==> src/rtl/state_machine_cpu_pkg.sv <==
// state_machine_cpu_pkg: shared types and constants for the y = 3x + 8 sequencer
// Provides the controller state encoding, the ALU opcode set and the affine constants.
package state_machine_cpu_pkg;
    typedef enum logic [2:0] {IDLE, LOAD, SHL, ADDX, ADDC, DONE} state_t;
    typedef enum logic [1:0] {ALU_PASS, ALU_SHL1, ALU_ADD} alu_op_t;
    localparam int COEF = 3;
    localparam logic signed [31:0] OFFSET = 32'sd8;
endpackage

==> src/rtl/state_machine_alu.sv <==
// state_machine_alu: combinational 32-bit ALU shared by every micro-operation
// Ports: a, b - signed operands; op - PASS/SHL1/ADD; r - signed result.
module state_machine_alu
    import state_machine_cpu_pkg::*;
(
    input  logic signed [31:0] a,
    input  logic signed [31:0] b,
    input  alu_op_t            op,
    output logic signed [31:0] r
);
    always_comb r = op == ALU_SHL1 ? a << 1 : op == ALU_ADD ? a + b : a;
endmodule

==> src/rtl/state_machine_cpu.sv <==
// state_machine_cpu: FSM-sequenced datapath computing y = 3x + 8, one micro-op per clock
// Ports: clk, rst_n (async, active-low); start + x_in launch a run from IDLE;
// y_out holds the last result; done pulses for one cycle when y_out updates.
module state_machine_cpu
    import state_machine_cpu_pkg::*;
(
    input  logic                clk,
    input  logic                rst_n,
    input  logic                start,
    input  logic signed [15:0]  x_in,
    output logic signed [31:0]  y_out,
    output logic                done
);
    state_t            state, state_nx;
    alu_op_t           op;
    logic signed [31:0] x_reg, acc, alu_a, alu_b, alu_r;

    always_ff @(posedge clk or negedge rst_n)
        if (!rst_n) state <= IDLE;
        else        state <= state_nx;

    always_comb begin
        state_nx = IDLE;
        case (state)
            IDLE:    state_nx = start ? LOAD : IDLE;
            LOAD:    state_nx = SHL;
            SHL:     state_nx = ADDX;
            ADDX:    state_nx = ADDC;
            ADDC:    state_nx = DONE;
            default: state_nx = IDLE;
        endcase
    end

    // LOAD routes x_reg through the ALU; later steps work on acc, and only ADDC adds the offset.
    always_comb begin
        op    = state == LOAD ? ALU_PASS : state == SHL ? ALU_SHL1 : ALU_ADD;
        alu_a = state == LOAD ? x_reg : acc;
        alu_b = state == ADDC ? OFFSET : x_reg;
    end

    state_machine_alu u_alu (.a(alu_a), .b(alu_b), .op(op), .r(alu_r));

    always_ff @(posedge clk or negedge rst_n)
        if (!rst_n) begin
            x_reg <= '0;
            acc   <= '0;
            y_out <= '0;
            done  <= 1'b0;
        end else begin
            if (state == IDLE && start) x_reg <= {{16{x_in[15]}}, x_in};
            if (state inside {LOAD, SHL, ADDX, ADDC}) acc <= alu_r;
            if (state == DONE) y_out <= acc;
            done <= state == DONE;
        end
endmodule

==> config.mk <==
export PLATFORM = sky130hd
export DESIGN_NAME = state_machine_cpu
export DESIGN_NICKNAME = d
export VERILOG_FILES = /design/src/rtl/state_machine_cpu_pkg.sv /design/src/rtl/state_machine_alu.sv /design/src/rtl/state_machine_cpu.sv
export SDC_FILE = /design/constraint.sdc
export NUM_CORES = 1
export LEC_CHECK = 0
export BUFFER_PORTS_ARGS = -buffer_cell sky130_fd_sc_hd__buf_2
export CAP_MARGIN = 25
export CELL_PAD_IN_SITES_DETAIL_PLACEMENT = 1
export CELL_PAD_IN_SITES_GLOBAL_PLACEMENT = 2
export CORE_MARGIN = 2
export CORE_UTILIZATION = 40
export DETAILED_ROUTE_END_ITERATION = 8
export PLACE_DENSITY = 0.89
export SLEW_MARGIN = 5
export SYNTH_ARGS = -nofsm -noshare
export SYNTH_HDL_FRONTEND = slang
export SYNTH_SLANG_ARGS = --single-unit
==> constraint.sdc <==
create_clock -name clk -period 9 [get_ports clk]
set_clock_uncertainty 0.15 [all_clocks]
set_input_delay 0.9 -clock clk [delete_from_list [all_inputs] [get_ports clk]]
set_output_delay 0.9 -clock clk [all_outputs]
set_load 0.01 [all_outputs]
==> out/metrics.cfg <==
[cts]
cts_resized = 0
clock_latency_ns = 0.35
cts_setup_buffers = 0
clock-sinks = 84
htree_levels = 3
tritoncts = yes
cts_buffer_depth = 2
clockRootBuffer = clkbuf_16
hold_buffers = 0
numCtsBuffers = 9
clk_pin_slew_worst_paths_ns = 0.06

[global_route]
grt_overflow = 0
first_global_vias = 6446
met2_usage_pct = 47.5
antenna_found_initial = 0
grt_max_degree = 66
grt.total_usage_pct = 26.2
grt_pass1_wl_microns = 34300
busiest_layer = met2
use_met3_pct = 3.42
use_met1_pct = 30.8

[route]
antenna_left = 0
wl_per_cell_microns = 21.7
vias = 6095
drc = 0
first_pass_iters = 5
drt_iter0_drc = 343
wirelength_microns = 21600
routed_via_density = 6.11

[worst_setup_path]
startpoint = state[2]$_DFF_PN0_
r2r_setup_slack_ns = 3.46
crit_fanout = 40
cp-end-kind = flop
critPathLaunchType = flop
r2r_cells = 13
cp_data_arrival_time_ns = 5.63
timing.rr.start = state[2]$_DFF_PN0_
crit_required_ns = 9.09
worst-setup-path-type = reg -> reg
r2r_end = acc[29]$_DFFE_PN0P_

[synthesis]
synth_cells = 757
syn_area_per_cell_sq_um = 8.51
synth_edf_count = 0
yosys_warnings = 0
ys_seq_elements = 84
synth_area_sq_mm = 0.00644
ys.flop_type = dfrtp_1
async_flop_share_pct = 100
ys_seq_area_share_pct = 32.6
synth_fp_nets = 801
synth.distinct_cells = 72

[die]
pin_count = 52
die_h_microns = 131
die_w_microns = 131
core_sq_mm = 0.0158
start_util_pct = 40.7
die_area_sq_mm = 0.0171
rows = 46

[layout]
fin_util_pct = 45.0
syn2layout_area_growth_pct = 10.5
final_common_cell = nand2_1
fillers = 1908
final_cell_mix = 118 x nand2_1, 82 x dfrtp_1, 64 x o21ai_0, 61 x mux2_2, 58 x a21oi_1
drive_gt1_share_pct = 21.1
fin_area_sq_mm = 0.00712
antennaDiodeCount = 0
nets = 820

[place]
gp_congestion = 0.899
hpwl_microns = 15500
dp_slack_ns = 3.54
postPlaceCellArea_sq_mm = 0.00684
io_buffers = 51

[sta]
tightest_slew_ns = 1.04
setup_violations = 0
hold_violations = 0
maxSlewViolCount = 0
finalSetupTns_ns = 0
finalWorstSetupSlack_ns = 3.46
period_share_pct = 61.6
layout_min_cycle_time_ns = 5.54
maxSlewHeadroom_pct = 30.4
rsz0062_at_grt = false
fmax_mhz = 180

[outcome]
status = completed

[min_path]
hp-class = in -> async

[job]
cap_viol_max_count = 0

## through the flow
stage               cells  hold WS (ns)
floorplan             757         0.345
global placement      981         0.310
detailed placement    981         0.315
CTS                   997         0.286
global route          997         0.294
finish                997         0.294
## layout make-up
cell class	count	area (sq um)	area share, %
multi-input cells	605	4070	57.2
well taps	216	270	3.80
repair buffers	62	340	4.78
flip-flops and latches	84	2100	29.6
clock inverters	5	35.0	0.492
clock buffers	11	243	3.41
inverters	14	52.6	0.738
## critical path, cell delays in order, from the launching register on
cell and delay [ns]:
dfrtp_2 0.88, buf_4 0.47, or3b_1 0.75, and2_1 0.36, ha_1 0.30, a211oi_1 0.25, o21bai_1 0.15, o31ai_1 0.52
o21ai_0 0.43, a2bb2oi_2 0.33, o21a_2 0.24, o22ai_1 0.12, xor2_1 0.18, a221oi_1 0.30
## cell usage after synthesis (7+ instances only)
master	n	area, sq um
and2_1	17	106
nor2_1	44	165
a21oi_1	58	290
buf_2	7	35.0
o22ai_1	13	81.3
nand3_1	10	50.1
nand2_1	118	443
inv_1	11	41.3
xnor2_1	18	158
clkbuf_1	37	139
ha_1	24	300
a21o_1	25	188
o21ai_0	64	320
o211ai_1	9	67.6
nor3_1	12	60.1
a31oi_1	7	43.8
xor2_1	10	87.6
mux2_2	61	687
buf_1	7	26.3
a221oi_1	8	70.1
dfrtp_1	84	2100
mux2i_1	7	70.1
## worst max path at each step
stage                          end  cells past startpoint
2_1_floorplan  acc[28]$_DFFE_PN0P_                     18
3_3_place_gp   acc[28]$_DFFE_PN0P_                     14
3_5_place_dp   acc[29]$_DFFE_PN0P_                     13
4_1_cts        acc[29]$_DFFE_PN0P_                     13
5_1_grt        acc[29]$_DFFE_PN0P_                     13
6_report       acc[29]$_DFFE_PN0P_                     13
## cells by family after synthesis
| logic type | after synthesis | share of synthesized area, % |
|---|---|---|
| mux | 69 | 12.1 |
| compound gates | 246 | 25.3 |
| flops | 84 | 32.6 |
| buf+inv | 68 | 4.33 |
| xor+xnor | 28 | 3.81 |
| fa+ha+maj | 25 | 4.97 |
| simple gates | 237 | 16.9 |
## metal layers
layer | vias up | share of wire (%) | wire, microns
met3 | 64 | 3.2 | 700
met5 | - | 0 | 0
li1 | 2788 | - | -
met4 | 0 | 4.3 | 940
met1 | 3082 | 42 | 9110
met2 | 161 | 50 | 10900
Power is left out: the tool's default activity adds up to more than one toggle a clock period on the data nets, which glitch-free logic cannot reach.
